--- src/rtl/ram_arbiter.sv ---
`default_nettype none
// ============================================================================
// Module   : ram_arbiter
// Purpose  : Round-robin arbiter sharing one single-port word RAM between a
//            CPU data port (m0) and a debug/loader port (m1). Converts byte
//            addresses to word indices, rejects out-of-range addresses and
//            illegal write masks, and answers every accepted request with a
//            registered one-cycle response pulse.
// Revision : 1.0 - initial release
// ============================================================================
module ram_arbiter #(
  parameter logic [31:0] ADDR_BASE = 32'h0000_0000,
  parameter int          DEPTH     = 16384,
  parameter int          ADDR_W    = 14
) (
  input  logic              clk,
  input  logic              rst,
  // port 0: CPU data path
  input  logic              m0_valid,
  output logic              m0_ready,
  input  logic [31:0]       m0_addr,
  input  logic              m0_wen,
  input  logic [3:0]        m0_wmask,
  input  logic [31:0]       m0_wdata,
  output logic              m0_rvalid,
  output logic [31:0]       m0_rdata,
  output logic              m0_err,
  // port 1: debug / program loader
  input  logic              m1_valid,
  output logic              m1_ready,
  input  logic [31:0]       m1_addr,
  input  logic              m1_wen,
  input  logic [3:0]        m1_wmask,
  input  logic [31:0]       m1_wdata,
  output logic              m1_rvalid,
  output logic [31:0]       m1_rdata,
  output logic              m1_err,
  // RAM pins
  output logic [ADDR_W-1:0] ram_addr,
  output logic              ram_op,
  output logic [3:0]        ram_mask,
  output logic [31:0]       ram_wdata,
  input  logic [31:0]       ram_rdata
);

  typedef enum logic [0:0] {
    S_IDLE = 1'b0,
    S_RESP = 1'b1
  } state_t;

  localparam logic [31:0] DEPTH_WORDS = 32'(DEPTH);

  state_t      state_q, state_d;
  logic        last_grant_q, last_grant_d;
  logic        m0_rvalid_q, m0_rvalid_d;
  logic        m0_err_q, m0_err_d;
  logic [31:0] m0_rdata_q, m0_rdata_d;
  logic        m1_rvalid_q, m1_rvalid_d;
  logic        m1_err_q, m1_err_d;
  logic [31:0] m1_rdata_q, m1_rdata_d;

  logic        sel;        // 0 = port 0 granted, 1 = port 1 granted
  logic        hs;         // handshake happens this cycle
  logic [31:0] req_addr;
  logic        req_wen;
  logic [3:0]  req_wmask;
  logic [31:0] req_wdata;
  logic [31:0] byte_off;
  logic [31:0] word_off;
  logic        below_base;
  logic        above_top;
  logic        mask_ok;
  logic        req_err;
  logic [31:0] resp_data;

  // Pick the winner: sole requester, or the port that did not win last time.
  // Reset blocks the handshake so nothing is accepted while rst is high.
  always_comb begin
    if (m0_valid && m1_valid) begin
      sel = ~last_grant_q;
    end else begin
      sel = m1_valid;
    end
    hs       = (state_q == S_IDLE) && (m0_valid || m1_valid) && !rst;
    m0_ready = hs && !sel;
    m1_ready = hs && sel;
  end

  // Route the granted port's request fields and validate them.
  always_comb begin
    req_addr   = sel ? m1_addr  : m0_addr;
    req_wen    = sel ? m1_wen   : m0_wen;
    req_wmask  = sel ? m1_wmask : m0_wmask;
    req_wdata  = sel ? m1_wdata : m0_wdata;
    // 32-bit unsigned offset; a borrow (addr below base) is flagged separately
    byte_off   = req_addr - ADDR_BASE;
    word_off   = byte_off >> 2;
    below_base = req_addr < ADDR_BASE;
    above_top  = word_off >= DEPTH_WORDS;
    case (req_wmask)
      4'b1111, 4'b0011, 4'b1100,
      4'b0001, 4'b0010, 4'b0100, 4'b1000: mask_ok = 1'b1;
      default:                            mask_ok = 1'b0;
    endcase
    req_err    = below_base || above_top || (req_wen && !mask_ok);
    // writes and rejected requests return zero data
    resp_data  = (req_wen || req_err) ? 32'h0 : ram_rdata;
  end

  // Drive the RAM only during the handshake cycle; idle value is all zeros.
  always_comb begin
    ram_addr  = '0;
    ram_op    = 1'b0;
    ram_mask  = 4'h0;
    ram_wdata = 32'h0;
    if (hs) begin
      ram_addr  = word_off[ADDR_W-1:0];
      ram_op    = req_wen && !req_err;
      ram_mask  = req_wmask;
      ram_wdata = req_wdata;
    end
  end

  // Next-state and response-register computation for the IDLE/RESP FSM.
  always_comb begin
    state_d      = state_q;
    last_grant_d = last_grant_q;
    m0_rvalid_d  = 1'b0;
    m0_err_d     = 1'b0;
    m0_rdata_d   = m0_rdata_q;
    m1_rvalid_d  = 1'b0;
    m1_err_d     = 1'b0;
    m1_rdata_d   = m1_rdata_q;
    if (state_q == S_IDLE) begin
      if (hs) begin
        state_d      = S_RESP;
        last_grant_d = sel;
        if (!sel) begin
          m0_rvalid_d = 1'b1;
          m0_err_d    = req_err;
          m0_rdata_d  = resp_data;
        end else begin
          m1_rvalid_d = 1'b1;
          m1_err_d    = req_err;
          m1_rdata_d  = resp_data;
        end
      end
    end else begin
      state_d = S_IDLE;
    end
  end

  // State and response registers; port 0 wins the first contest after reset.
  always_ff @(posedge clk) begin
    if (rst) begin
      state_q      <= S_IDLE;
      last_grant_q <= 1'b1;
      m0_rvalid_q  <= 1'b0;
      m0_err_q     <= 1'b0;
      m0_rdata_q   <= 32'h0;
      m1_rvalid_q  <= 1'b0;
      m1_err_q     <= 1'b0;
      m1_rdata_q   <= 32'h0;
    end else begin
      state_q      <= state_d;
      last_grant_q <= last_grant_d;
      m0_rvalid_q  <= m0_rvalid_d;
      m0_err_q     <= m0_err_d;
      m0_rdata_q   <= m0_rdata_d;
      m1_rvalid_q  <= m1_rvalid_d;
      m1_err_q     <= m1_err_d;
      m1_rdata_q   <= m1_rdata_d;
    end
  end

  // A reset landing in the response cycle cancels the pending pulse.
  always_comb begin
    m0_rvalid = m0_rvalid_q && !rst;
    m0_err    = m0_err_q && !rst;
    m0_rdata  = m0_rdata_q;
    m1_rvalid = m1_rvalid_q && !rst;
    m1_err    = m1_err_q && !rst;
    m1_rdata  = m1_rdata_q;
  end

endmodule
`default_nettype wire

--- config.mk ---
export PLATFORM = sky130hd
export DESIGN_NAME = ram_arbiter
export DESIGN_NICKNAME = d
export VERILOG_FILES = /design/src/rtl/ram_arbiter.sv
export SDC_FILE = /design/constraint.sdc
export NUM_CORES = 1
export LEC_CHECK = 0
export CAP_MARGIN = 20
export CORE_AREA = 2 2 114 116
export CTS_BUF_LIST = sky130_fd_sc_hd__clkbuf_4 sky130_fd_sc_hd__clkbuf_8 sky130_fd_sc_hd__clkbuf_16
export DETAILED_ROUTE_END_ITERATION = 10
export DIE_AREA = 0 0 116 118
export PLACE_DENSITY = 0.83
export SLEW_MARGIN = 20
export SYNTH_ARGS = -nofsm -noshare
export SYNTH_HDL_FRONTEND = slang
export SYNTH_SLANG_ARGS = --single-unit
--- constraint.sdc ---
create_clock -name clk -period 2 [get_ports clk]
set_input_delay 0.6 -clock clk [delete_from_list [all_inputs] [get_ports clk]]
set_output_delay 0.6 -clock clk [all_outputs]
set_load 0.05 [all_outputs]
* Word level (Yosys, flattened, before mapping)
Cells that the tools add are included.
** Word-level totals
- Word-level logic and storage cells :: 62
- Output and inout bits :: 121
- Register bits after elaboration :: 70
- Input port bits :: 174
** Cells by class
- Eq/ne operators :: 7
- Bitwise gates (word level) :: 4
- Reduce and logical (&&, ||, !) cells :: 27
- Muxes and demuxes :: 14
- $lt $le $gt $ge :: 2
** Operator list (count)
- $mux 32 :: 4
- $lt 32x1->1 const B :: 1
- $ge 30x15->1 const B :: 1
- $mux 14 :: 1
- $eq 4x4->1 const B :: 3
- $logic_and 1x1->1 :: 11
- $eq 4x2->1 const B :: 2
- $mux 4 :: 2
- $reduce_or 4->1 :: 2
- $mux 1 :: 7
- $reduce_or 7->1 :: 1
- $reduce_and 3->1 :: 2
- $eq 4x1->1 const B :: 1
- $eq 4x3->1 const B :: 1
- $logic_not 1->1 :: 4
- $logic_or 1x1->1 :: 4
- $not 1->1 :: 4
- $reduce_or 3->1 :: 1
- $reduce_and 2->1 :: 1
- $reduce_or 2->1 :: 1

* Logic depth before layout (Yosys ltp)
Gate-level depths: netlist of the first run.
- Depth in word-level cells :: 12
- Mapped depth :: 6
- Gate-level depth less buffers :: 5

* Worst setup path after synthesis of the first run
No wires, ideal clock.
- Path kind :: in2out
- From :: input port m1_valid
- To :: output port ram_addr[0]
- Buffers on the path :: 1
- Stages on the path :: 4
- Arrival time :: 1.970 ns
- Required time :: 1.400 ns
- Slack :: -0.570 ns
- Path through :: a21boi_2 > clkbuf_1 > nand2_1 > a21oi_1
** Between the ends
- Word-level cells in the longest chain between the ends :: 4
- Elaborated cells between the ends (all ways) :: 7
- Those cells by class :: mux (3); reduce/logical (4)
** RTL lines
- from (decl) :: line 29 : input logic m1_valid,
- $logic_and 1x1->1 / $logic_or 1x1->1 (equally long branches) :: line 79, 84
- $mux 1 / $logic_and 1x1->1 (equally long branches) :: line 79, 84
- $mux 32 / $logic_and 1x1->1 (equally long branches) :: line 91, 84
- $mux 14 * :: line 116 : if (hs) begin
- to (decl) :: line 39 : output logic [ADDR_W-1:0] ram_addr,
Mark *: on every way between the ends. The rest lies on a longest branch, timed or not.

* Final worst setup path of the first run
- From :: input port m0_valid
- To :: output port ram_wdata[4]
** Between the ends
- Word-level cells in the longest chain between the ends :: 4
- Elaborated cells between the ends (all ways) :: 7
- Those cells by class :: mux (3); reduce/logical (4)
** RTL lines
- from (decl) :: line 19 : input logic m0_valid,
- $logic_and 1x1->1 / $logic_or 1x1->1 (equally long branches) :: line 79, 84
- $mux 1 / $logic_and 1x1->1 (equally long branches) :: line 79, 84
- $mux 32 / $logic_and 1x1->1 (equally long branches) :: line 94, 84
- $mux 32 * :: line 116
- to (decl) :: line 42 : output logic [31:0] ram_wdata,
Marked as above.

==> results of run 1 <==
==> power by group <==
part	switching (mW)	internal (mW)	total (mW)
logic	0.888	0.910	1.80
clock network	0.577	1.08	1.66
registers	0.00617	1.40	1.41
==> worst register-to-register path: stages, from the launching register on <==
cell and delay (ns):
dfxtp_2 0.35, a21boi_4 0.18, buf_12 0.14, buf_12 0.14, buf_4 0.11, buf_4 0.10, nand2_2 0.06, buf_6 0.12
nor3_4 0.19, buf_12 0.22, a22o_1 0.18
==> final cells by class <==
| cell class | instances | share of cell area [%] |
|---|---|---|
| Timing Repair Buffer | 365 | 47.6 |
| Multi-Input combinational cell | 260 | 30.3 |
| Sequential cell | 70 | 15.9 |
| Clock buffer | 9 | 2.55 |
| Tap cell | 172 | 2.43 |
| Clock inverter | 6 | 0.977 |
| Inverter | 5 | 0.241 |
| Antenna cell | 1 | 0.0283 |
==> registers in the layout, summed over array words and instances (netlist names) <==
register	count
m0_rdata	32
state_q	1
m0_rvalid_q	1
m1_rvalid_q	1
m0_err_q	1
last_grant_q	1
m1_err_q	1
m1_rdata	32
==> worst paths after layout <==
kind | startpoint | end | slack, ns | cells after the start
worst max-delay path | m0_valid | ram_wdata[4] | -0.40 | 9
worst min-delay path | m0_rdata[24] | m0_rdata[24] | 0.48 | 1
worst max register to register | last_grant_q | m1_rdata[0] | 0.16 | 10
worst min register to register | m0_rdata[24] | m0_rdata[24] | 0.48 | 1
==> through the flow <==
step	TNS, ns	instance area [um^2]	hold slack (ns)	total power, mW
6_report	-16.84	8840	0.479	4.87
5_1_grt	-19.02	8840	0.501	5.02
4_1_cts	-17.09	8630	0.482	4.81
3_5_place_dp	-62.00	7920	0.467	3.01
3_3_place_gp	-58.18	7920	0.463	2.99
2_1_floorplan	-5.78	4110	0.533	2.14
==> what timing repair did <==
item / CTS / global route
pin swaps: 83 / 34
buffers inserted: 7 / 7
endpoints found under the setup margin: 123 / 54
gates resized for setup: 168 / 48
cloned: 6 / 3
==> cell families (layout without fill, tap and decap cells) <==
| kind of cell | count (synthesis) | count (layout) |
|---|---|---|
| compound gates | 125 | 125 |
| mux | 2 | 2 |
| simple gates | 133 | 133 |
| other cells | 0 | 1 |
| buf+inv | 33 | 385 |
| flops | 70 | 70 |
==> metal layers <==
layer  vias to the layer above  track usage (%)  share of wire, %  routed length (um)
li1                       1999                -                 -                   -
met5                         -                0                 0                   0
met1                      2029             23.8                33                6050
met3                        57             9.84                10                1880
met4                         0             14.1               6.1                1140
met2                       267             46.1                51                9530
==> layout by cell type, fill, tap and decap left out, drive strengths merged <==
cell and instances:
or4 1, o22ai 3, nor4 8, and4 2, clkdlybuf4s15 11, nor2b 4
o41ai 1, clkdlybuf4s50 126, and3 1, a22o 64, dfxtp 70, a21bo 1
nand4 2, bufinv 2, nor3 2, a21oi 50, nand2 103, a211o 1
clkinvlp 1, nand2b 2, inv 6, o21ai 2, nor2 7, clkinv 2
o31ai 2, dlygate4sd2 7, clkbuf 15, nand3 1, diode 1, buf 215
a21boi 1, mux2i 2
==> impl_metrics.toml, run 1 <==
[outcome]
status = "complete, but fails checks"
violations = "negative setup slack"

[drt]
wl_per_cell_um = 20.9
drc = 0
firstDrtPassIters = 4
viasPerCell = 4.90
drt_iter0_drc = 136
num_vias = 4352
detail_route.wirelength_mm = 18.6
antenna_left = 0

[floorplan]
die_w_um = 116
io-pin-count = 295
start_util_pct = 24.8
die_y_um = 118
core_area_mm2 = 0.0124
design.die.area_mm2 = 0.0137
rows = 41

[timing]
min_period_over_period_pct = 120
setup_violations = 52
fin_ws_ns = -0.404
fmax_mhz = 416
final_hold_viol_count = 0
finalCriticalPeriod_ns = 2.40
worst_pin_slew_ns = 0.289
skew_ns = 0.00795
rsz0062_at_grt = "true"
drv_slew = 0
maxSlewHeadroom_pct = 80.5

[logic_synthesis]
yosys_warnings = 0
syn_area_mm2 = 0.00308
syn_inst = 363
synth.most_common_cell = "nand2_1"
synth.distinct_cells = 30
ys_ff_latch = 70
yosysSeqAreaShare_pct = 45.4
synth_edf_count = 0
synth_compound_gate_area_share_pct = 29.0
yosysTopAreaCellShare_pct = 45.4
synth_ff_type = "dfxtp_1"
synth.avg_cell_area_um2 = 8.50
synthSimpleGateAreaFrac_pct = 19.4
synthAdderAreaFrac_pct = 0
syn-num-nets = 537
ys_top_cells_by_count = "102 x nand2_1, 70 x dfxtp_1, 64 x a22o_1"
synthXorXnorAreaFrac_pct = 0
synth_top_family_by_area = "compound AO/OA/AOI/OAI gates"
ys_top_cells_by_area = "dfxtp_1 45%, a22o_1 18%, nand2_1 12%"
async_reset_ff_share_pct = 0
yosys.area.top_type = "dfxtp_1"
muxShareOfSynthArea_pct = 0.649

[clock_network]
insertion_delay_ns = 0.33
clock-root-buffer = "clkbuf_16"
cts_hold_buf = 0
path_clk_slew_ns = 0.05
cts_made_buffers = 9
cts.sinks = 70
ctsHtreeMaxLevel = 3
cts_tree = "built"
clk_path_buf_depth = 2

[cells_and_area]
fin_nets = 885
area_growth_pct = 187
drive_gt1_share_pct = 55.2
final_util_pct = 71.2
fin_cells = 888
regArea_mm2 = 0.00140
multi_input_area_mm2 = 0.00268
fill_cells = 806

[critical_path]
crit_path_cell_trace = "buf_6, buf_6, a21boi_4, buf_12, buf_12, buf_16, nand2_2, a21oi_4, buf_12"
required_ns = 1.40
end_kind = "output pin"
crit_path_max_fanout = 8
cp_slowest_cell = "a21oi_4"
critical_path_class = "in -> out"
critPathArrivalTime_ns = 1.80
critPathLaunchType = "input pin"
cp_top_family = "buffers and inverters"
cp_common_cell = "buf_12"
path_buf_inv = 6
cpPeakStageDelay_ns = 0.17

[pwr]
pwr_density_cell_mw_per_mm2 = 551
vdd_drop_max_v = 0.000691
p_leak_nw = 3.80

[placement]
dp.cells = 851
dp_hpwl_mm = 12.5
pre_cts_ws_ns = -0.856
port_buffers = 290
routabilityCongestion = 0.850

[global_route]
grt_pass1_wl_mm = 26.4
grt_antenna_before_repair = 1
grt_max_degree = 33
gr-total-overflow = 0
grt_pass1_vias = 4813
gr-usage-all-layers_pct = 25.4

[flow_run]
cap_violations = 0

[min_path]
hp-class = "reg -> reg"
No activity file was read; power rests on OpenSTA's default activity.
==> inputs of run 2 (changes only) <==
--- a/config.mk
+++ b/config.mk
@@ -6,11 +6,11 @@
 export NUM_CORES = 1
 export LEC_CHECK = 0
 export CAP_MARGIN = 20
-export CORE_AREA = 2 2 114 116
+export CORE_AREA = 2 2 116 118
 export CTS_BUF_LIST = sky130_fd_sc_hd__clkbuf_4 sky130_fd_sc_hd__clkbuf_8 sky130_fd_sc_hd__clkbuf_16
 export DETAILED_ROUTE_END_ITERATION = 10
-export DIE_AREA = 0 0 116 118
-export PLACE_DENSITY = 0.83
+export DIE_AREA = 0 0 118 120
+export PLACE_DENSITY = 0.79
 export SLEW_MARGIN = 20
 export SYNTH_ARGS = -nofsm -noshare
 export SYNTH_HDL_FRONTEND = slang
==> constraint.sdc (replaced) <==
create_clock -name clk -period 2.8 [get_ports clk]
set_input_delay 0.84 -clock clk [delete_from_list [all_inputs] [get_ports clk]]
set_output_delay 0.84 -clock clk [all_outputs]
set_load 0.05 [all_outputs]
==> run 2 against run 1 <==
Against the previous run: the run still ends with negative setup slack left; via count down 2.6%; setup slack gained 0.34 ns; die area up 3.4%; sequential share of layout area rose by 0.69 points; critical path type unchanged.
==> impl_metrics.toml, run 2 (synthesis results as in run 1) <==
[placement]
routabilityCongestion = 0.837
dp_hpwl_mm = 10.8
dp.cells = 831
port_buffers = 290

[critical_path]
cp_slowest_cell = "or4_4"
required_ns = 1.96
crit_path_cell_trace = "buf_2, or4_4, o21ai_2, o22ai_2, and3_4, buf_12"
crit_path_max_fanout = 2
critPathLaunchType = "input pin"
r2r_cells = 9
cpPeakStageDelay_ns = 0.53
critPathArrivalTime_ns = 2.02
critical_path_class = "in -> out"
end_kind = "output pin"

[cells_and_area]
fin_nets = 867
final_util_pct = 65.1
area_growth_pct = 174
final_cell_mix = "190 x clkdlybuf4s50_1, 70 x dfxtp_1, 68 x buf_12, 64 x a22o_1, 49 x nand2_1"
drive_gt1_share_pct = 41.4
fill_cells = 975
mostFrequentLayoutCell = "clkdlybuf4s50_1"
fin_cells = 874
multi_input_area_mm2 = 0.00237
regArea_mm2 = 0.00140
num_antenna_cells = 0

[timing]
drv_slew = 0
finalCriticalPeriod_ns = 2.86
skew_ns = 0.00436
min_period_over_period_pct = 102
maxSlewHeadroom_pct = 63.3
fmax_mhz = 349
fin_ws_ns = -0.0649
worst_pin_slew_ns = 0.549
final_hold_viol_count = 0
hold_ws_ns = 0.474
setup_violations = 29
rsz0062_at_grt = "true"

[min_path]
hp-class = "reg -> reg"
holdPathStages = 1

[global_route]
grt_max_degree = 33
gr-total-overflow = 0
grt_pass1_vias = 4434
grt_antenna_before_repair = 0
grt_pass1_wl_mm = 23.5
gr-usage-all-layers_pct = 20.9

[pwr]
p_leak_nw = 3.37
vdd_drop_max_v = 0.000268
pwr_density_cell_mw_per_mm2 = 389

[clock_network]
path_clk_slew_ns = 0.05
clock-root-buffer = "clkbuf_16"
cts_tree = "built"
cts.sinks = 70
clk_path_buf_depth = 2
ctsHtreeMaxLevel = 3
insertion_delay_ns = 0.32
cts_hold_buf = 0
cts_made_buffers = 9

[floorplan]
design.die.area_mm2 = 0.0142
io-pin-count = 295
start_util_pct = 23.8
core_area_mm2 = 0.0130
die_y_um = 120
rows = 42
die_w_um = 118

[flow_run]
cap_violations = 0

[drt]
viasPerCell = 4.85
detail_route.wirelength_mm = 16.2
drc = 0
num_vias = 4240
drt_iter0_drc = 199
wl_per_cell_um = 18.5
firstDrtPassIters = 5
antenna_left = 0

[outcome]
status = "complete, but fails checks"
violations = "negative setup slack"
run 2: worst max-delay path, delay by kind of cell:
kind | cells | cell delay (ns)
and+or+nand+nor | 2 | 0.73
buffers and inverters | 2 | 0.25
AOI/OAI and AO/OA | 2 | 0.20
run 2: final cells by class:
class / count / area share (%)
Inverter: 5 / 0.222
Timing Repair Buffer: 347 / 48.9
Tap cell: 176 / 2.60
Clock buffer: 10 / 2.75
Multi-Input combinational cell: 260 / 28.1
Sequential cell: 70 / 16.6
Clock inverter: 6 / 0.829
run 2: per-layer routing:
| layer | wire length (um) | vias up | part of all wire, % | track usage, % |
|---|---|---|---|---|
| met5 | 0 | - | 0 | 0 |
| met4 | 612 | 0 | 3.8 | 9.71 |
| met3 | 1010 | 47 | 6.2 | 4.61 |
| met2 | 8640 | 227 | 53 | 39.1 |
| met1 | 5890 | 1997 | 36 | 22.3 |
| li1 | - | 1969 | - | - |
run 2: final timing paths:
| path | endpoint | slack (ns) | from |
|---|---|---|---|
| max | ram_op | -0.06 | m1_wmask[0] |
| min | m1_rdata[2] | 0.47 | m1_rdata[2] |
| max reg2reg | m1_rdata[28] | 1.05 | last_grant_q |
| min reg2reg | m1_rdata[2] | 0.47 | m1_rdata[2] |
run 2: stage by stage:
step	power, mW	worst slack, ns	area [um^2]	TNS [ns]
after floorplan	1.38	-0.000433	3270	-0.0216
after global placement	1.93	-0.466	7140	-17.07
after detailed placement	1.95	-0.502	7140	-18.26
after CTS	3.24	-0.0510	8190	-1.06
after global routing	3.41	-0.0926	8460	-2.24
final	3.29	-0.0649	8460	-0.661
run 2: where the power goes:
| part | switching (mW) | internal [mW] | total (mW) |
|---|---|---|---|
| Combinational | 0.567 | 0.593 | 1.16 |
| Clock | 0.420 | 0.703 | 1.12 |
| Sequential | 0.00477 | 1.00 | 1.01 |
| Total | 0.992 | 2.30 | 3.29 |
run 2: timing repair:
item,in CTS,in global routing
resized for setup,218,77
pin swaps,55,53
cloned,6,5
setup buffers,17,4
setup endpoints to repair,52,51
==> variant 1, RTL diff (config.mk and constraints of run 2) <==
Change the parameter `ADDR_W` from 14 to 13.
--- a/src/rtl/ram_arbiter.sv
+++ b/src/rtl/ram_arbiter.sv
@@ -13,3 +13,3 @@
   parameter int          DEPTH     = 16384,
-  parameter int          ADDR_W    = 14
+  parameter int          ADDR_W    = 13
 ) (
Ports: changed (resized ram_addr); port bits go from 295 to 294. No check against the original RTL was run, so the function may have changed too.
==> variant 1 against run 2 <==
The flow still finishes with violations (setup timing). Sequential cell count is the same. Die area unchanged. Critical path depth grew 4. Wire length increased by 8.4%. Core utilization is 0.94 points higher. Cell area up 1.4%. Fmax decreased by 4.5%. Worst setup slack got worse by 0.14 ns. Total power decreased by 2.1%. Area after synthesis fell by 1.1%. Via count rose by 3.2%. Non-clock buffer count is 9 higher. Clock skew is essentially flat. Critical path type unchanged. Largest cell class unchanged. Largest power group unchanged. Highest routed layer unchanged.
==> variant 1: results (changes against run 2) <==
timing:
  setup_viol: 37  # was 29
  finalWorstSetupSlack_ns: -0.200  # was -0.0649 ns
  fin_skew_ns: 0.00413  # was 0.00436 ns
  max-slew-margin-rel: 0.645  # was 0.633
drt:
  via_per_inst: 4.97  # was 4.85
  wire_per_inst_um: 19.9  # was 18.5 um
  drtPass1Iterations: 4  # was 5
  drtIter0Drc: 186  # was 199
  vias: 4374  # was 4240
final_layout:
  layout-drive-gt1-share: 0.395  # was 0.414
  fillCellCount: 889  # was 975
  layout.nets: 872  # was 867
run_status:
  status: "finished with violations"  # unchanged
  violations: "setup timing"  # unchanged
yosys:
  ys.flop_type: "dfxtp_1"  # unchanged
  ys_warn_count: 0  # unchanged
  synthAdderAreaFrac: 0  # unchanged
  synthTopCellsByArea: "dfxtp_1 (46%), a22o_1 (18%), nand2_1 (12%)"  # was dfxtp_1 (45%), a22o_1 (18%), nand2_1 (12%)
  synth-async-reset-ratio: 0  # unchanged
  synth_xor_area_frac: 0  # unchanged
  synth_compound_area_frac: 0.289  # was 0.290
  synthMuxAreaShare: 0.00656  # was 0.00649
  synth_commonest_cells: "nand2_1 (100), dfxtp_1 (70), a22o_1 (64), a21oi_1 (49), clkbuf_1 (18)"  # was nand2_1 (102), dfxtp_1 (70), a22o_1 (64), a21oi_1 (50), buf_2 (12)
  seq_area_frac_synth: 0.459  # was 0.454
  syn_nets: 534  # was 537
  synthCells: 360  # was 363
placed_design:
  post-place-cells: 826  # was 831
  place_hpwl_um: 11100  # was 10800 um
  portBuffers: 287  # was 290
  routabilityCongestion: 0.843  # was 0.837
global_route:
  antenna_found_initial: 1  # was 0
  grt_pass1_wl_um: 25200  # was 23500 um
  grt_pass1_vias: 4745  # was 4434
  grt_use_total: 0.227  # was 0.209
worst_hold_path:
  worstHoldPathType: "reg2reg"  # unchanged
clock_network:
  cts-buffers-inserted: 9  # unchanged
  clk_pin_slew_ns: 0.06
  clk_latency_ns: 0.32  # about the same
  clockBufferDepth: 2  # unchanged
worst_setup_path:
  cp_data_arrival_time_ns: 2.16  # was 2.02 ns
  slowest_stage: "a21oi_4"  # was or4_4
  crit_path_max_fanout: 5  # was 2
  max_stage_delay_ns: 0.20  # was 0.53 ns
run:
  maxCapViolations: 0  # unchanged
power:
  ir_worst_vdd_mv: 0.249  # was 0.268 mV
  p_leak_nw: 3.41  # was 3.37 nW
  switchingPower_mw: 1.01  # was 0.992 mW
variant 1: cell count changes in the layout (fill, tap and decap cells not counted), sizes merged, moves of 2 or more:
cell                  run 2  this run
buf                     131       139
dlygate4sd2               2         5
nand2                   103       100
clkbuf                   25        23
clkdlybuf4s15             9        11
clkdlybuf4s50           190       188
variant 1: cell families (layout without fill, tap and decap cells):
logic type,count (synthesis),in the layout
DFF,70,70
muxes,2,2
buffers and inverters,32,375
and+or+nand+nor,132,132
AOI/OAI and AO/OA,124,124
other,0,1
variant 1: repair_timing:
| action | CTS | global route |
|---|---|---|
| gates cloned | 9 | 4 |
| setup endpoints to repair | 52 | 77 |
| resized for setup | 175 | 52 |
| buffers inserted | 25 | 7 |
| pin swaps | 59 | 51 |
| hold buffers | 0 | 0 |
variant 1: path summary, 6_finish.rpt:
check / startpoint / end / slack, ns / depth (start not counted)
max: m0_valid / ram_wdata[25] / -0.20 / 10
min: m0_rdata[10] / m0_rdata[10] / 0.48 / 1
max reg2reg: last_grant_q / m1_rdata[0] / 0.81 / 9
min reg2reg: m0_rdata[10] / m0_rdata[10] / 0.48 / 1
variant 1: worst max-delay path: cells and delay by family:
kind,cells,cell delay [ns]
AO/OA/AOI/OAI,2,0.38
AND/OR/NAND/NOR,1,0.07
buffers and inverters,7,0.87
variant 1: power by group through the flow:
stage	Sequential (mW)	Clock, mW	Combinational, mW
global placement	1.03	0	0.982
detailed placement	1.03	0	0.996
CTS	1.01	1.08	1.14
finish	1.01	1.04	1.18
floorplan	1.03	0	0.425
global route	1.01	1.12	1.21
variant 1: metrics by stage:
step / setup WS (ns) / total power [mW] / TNS, ns / area [um^2]
after floorplan: 0.0390 / 1.45 / 0 / 3620
after global placement: -0.477 / 2.01 / -18.24 / 7510
after detailed placement: -0.480 / 2.03 / -21.06 / 7510
after CTS: -0.0899 / 3.22 / -2.17 / 8440
after global routing: -0.225 / 3.34 / -4.41 / 8580
final: -0.200 / 3.22 / -3.32 / 8580
variant 1: layout make-up:
type / count / area [um^2] / area share
multi-input combinational: 258 / 2410 / 0.281
sequential: 70 / 1400 / 0.163
clock buffer: 10 / 233 / 0.0271
clock inverter: 6 / 45.0 / 0.00525
inverter: 3 / 11.3 / 0.00131
timing repair buffer: 356 / 4260 / 0.496
tap: 176 / 220 / 0.0257
antenna: 1 / 2.50 / 0.000292
variant 1: layer usage:
| layer | GRT usage | vias up | routed length (um) |
|---|---|---|---|
| li1 | - | 1980 | - |
| met1 | 0.219 | 2099 | 5920 |
| met2 | 0.434 | 240 | 9510 |
| met3 | 0.0627 | 55 | 1220 |
| met4 | 0.124 | 0 | 850 |
| met5 | 0 | - | 0 |
==> variant 2, RTL diff (flow settings as in run 2) <==
Made on the original files. Take the reset off `m0_rdata_q` and `m1_rdata_q` and load them in a clocked block of their own.
--- a/src/rtl/ram_arbiter.sv
+++ b/src/rtl/ram_arbiter.sv
@@ -159,6 +159,4 @@
       m0_err_q     <= 1'b0;
-      m0_rdata_q   <= 32'h0;
       m1_rvalid_q  <= 1'b0;
       m1_err_q     <= 1'b0;
-      m1_rdata_q   <= 32'h0;
     end else begin
@@ -168,7 +166,10 @@
       m0_err_q     <= m0_err_d;
-      m0_rdata_q   <= m0_rdata_d;
       m1_rvalid_q  <= m1_rvalid_d;
       m1_err_q     <= m1_err_d;
-      m1_rdata_q   <= m1_rdata_d;
     end
+  end
+
+  always_ff @(posedge clk) begin
+    m0_rdata_q <= m0_rdata_d;
+    m1_rdata_q <= m1_rdata_d;
   end
Formal check against the unedited RTL: differs if rst is asserted again (counterexample within 4 cycles, from zero or initial values and one cycle with rst high); with rst held inactive, the same outputs for 10 cycles.
==> variant 2 against run 2 <==
The run still ends with setup timing left. Total power up 8.4%. Die area unchanged. Hold slack better by 0.18 ns. Sequential share of layout area up 8.0 points. Sequential cell count unchanged. Largest cell class unchanged. Combinational power up 9%. Area after synthesis up 6.5%. Non-clock buffer count down 9. Cell area down 1.6%. Worst setup slack worse by 0.14 ns. Wire length down 12%. Critical path depth unchanged. Synthesized cell count down 11%.
==> variant 2: results (changes against run 2) <==
timing:
  worst_hold_slack_ns: 0.651  # was 0.474 ns
  tightest_slew_ns: 0.528  # was 0.549 ns
  fin_skew_ns: 0.00533  # was 0.00436 ns
  setup_viol: 1  # was 29
  finalWorstSetupSlack_ns: -0.202  # was -0.0649 ns
power:
  ir_worst_vdd_mv: 0.271  # was 0.268 mV
  p_leak_nw: 3.05  # was 3.37 nW
yosys:
  synth_commonest_cells: "nand2_1 (105), edfxtp_1 (64), a21oi_1 (52), and2_2 (21)"  # was nand2_1 (102), dfxtp_1 (70), a22o_1 (64), a21oi_1 (50), buf_2 (12)
  ys.flop_type: "edfxtp_1"  # was dfxtp_1
  synth_edf_count: 64  # was 0
  synthTopCellsByArea: "edfxtp_1 (58%), nand2_1 (12%), a21oi_1 (7.9%)"  # was dfxtp_1 (45%), a22o_1 (18%), nand2_1 (12%)
  syn_nets: 498  # was 537
  seq_area_frac_synth: 0.621  # was 0.454
  yosysUniqueCellTypes: 29  # was 30
global_route:
  met2_usage: 0.377  # was 0.391
  grt_pass1_wl_um: 21000  # was 23500 um
  grt_pass1_vias: 3922  # was 4434
  grt_use_total: 0.193  # was 0.209
  grt_util_met3: 0.0437  # was 0.0461
placed_design:
  place_ws_ns: -0.776  # was -0.502 ns
  routabilityCongestion: 0.836  # was 0.837
  place_area_um2: 7650  # was 7140 um^2
  place_hpwl_um: 11000  # was 10800 um
worst_setup_path:
  critPathLaunch: "m0_wmask[2]"  # was m1_wmask[0]
  r2r_end: "m1_rdata[25]"  # was m1_rdata[28]
  crit_path_max_fanout: 3  # was 2
  max_stage_delay_ns: 0.37  # was 0.53 ns
  cp_data_arrival_time_ns: 2.16  # was 2.02 ns
  rrSetupSlack_ns: 0.77  # was 1.05 ns
drt:
  drtPass1Iterations: 4  # was 5
  drtIter0Drc: 187  # was 199
  wire_per_inst_um: 17.1  # was 18.5 um
run_status:
  violations: "setup timing"  # unchanged
  status: "finished with violations"  # unchanged
final_layout:
  layout-drive-gt1-share: 0.387  # was 0.414
  layout.nets: 826  # was 867
[variant 2: worst min path at each step]
stage              endpoint  cells after the start          from
2_1_floorplan  last_grant_q                      2  last_grant_q
3_3_place_gp   last_grant_q                      2  last_grant_q
3_5_place_dp   last_grant_q                      2  last_grant_q
4_1_cts        last_grant_q                      2  last_grant_q
5_1_grt        last_grant_q                      2  last_grant_q
6_report       last_grant_q                      2  last_grant_q
[variant 2: routing by layer]
metal | vias up | share of wire
met4 | 0 | 0.015
met1 | 1747 | 0.37
met3 | 13 | 0.058
met2 | 173 | 0.56
li1 | 1775 | -
met5 | - | 0
[variant 2: kinds of logic (layout without fill, tap and decap cells)]
| group | count (synthesis) | count (layout) | synth area share |
|---|---|---|---|
| mux | 1 | 1 | 0.00457 |
| simple gates | 168 | 168 | 0.240 |
| flops | 70 | 70 | 0.621 |
| buf+inv | 23 | 356 | 0.0286 |
| compound gates | 62 | 62 | 0.105 |
[variant 2: worst reg2reg max path, stage by stage, from the launching register on]
cell	delay [ns]
dfxtp_1	0.42
nand2_1	0.12
nand2_4	0.11
buf_12	0.11
mux2_4	0.31
buf_4	0.13
buf_4	0.13
a211oi_4	0.18
buf_12	0.20
and2_2	0.19
[variant 2: report_power, final]
group / switching, mW / internal (mW) / total, mW
Sequential: 0.0139 / 1.18 / 1.20
Combinational: 0.672 / 0.589 / 1.26
Clock: 0.418 / 0.690 / 1.11
Total: 1.10 / 2.46 / 3.57
[variant 2: metrics by stage]
stage	total power, mW	std cells	TNS, ns	util
after floorplan	1.79	324	-1.15	-
after global placement	2.39	802	-39.83	0.589
after detailed placement	2.40	802	-41.61	0.589
after CTS	3.58	827	-0.352	0.630
after global routing	3.69	833	-0.318	0.641
final	3.57	833	-0.202	0.641
[variant 2: layout make-up]
class	count	area [um^2]
Fill cell	974	4660
Tap cell	176	220
Clock buffer	9	225
Clock inverter	7	71.3
Sequential cell	70	2040
Inverter	2	7.51
Timing Repair Buffer	338	3860
Multi-Input combinational cell	231	1890
[variant 2: repair_timing]
| item | in CTS | in global routing |
|---|---|---|
| gates cloned | 2 | 2 |
| gates resized for setup | 177 | 28 |
| pin swaps | 23 | 15 |
| setup buffers | 9 | 4 |
| setup endpoints to repair | 53 | 43 |
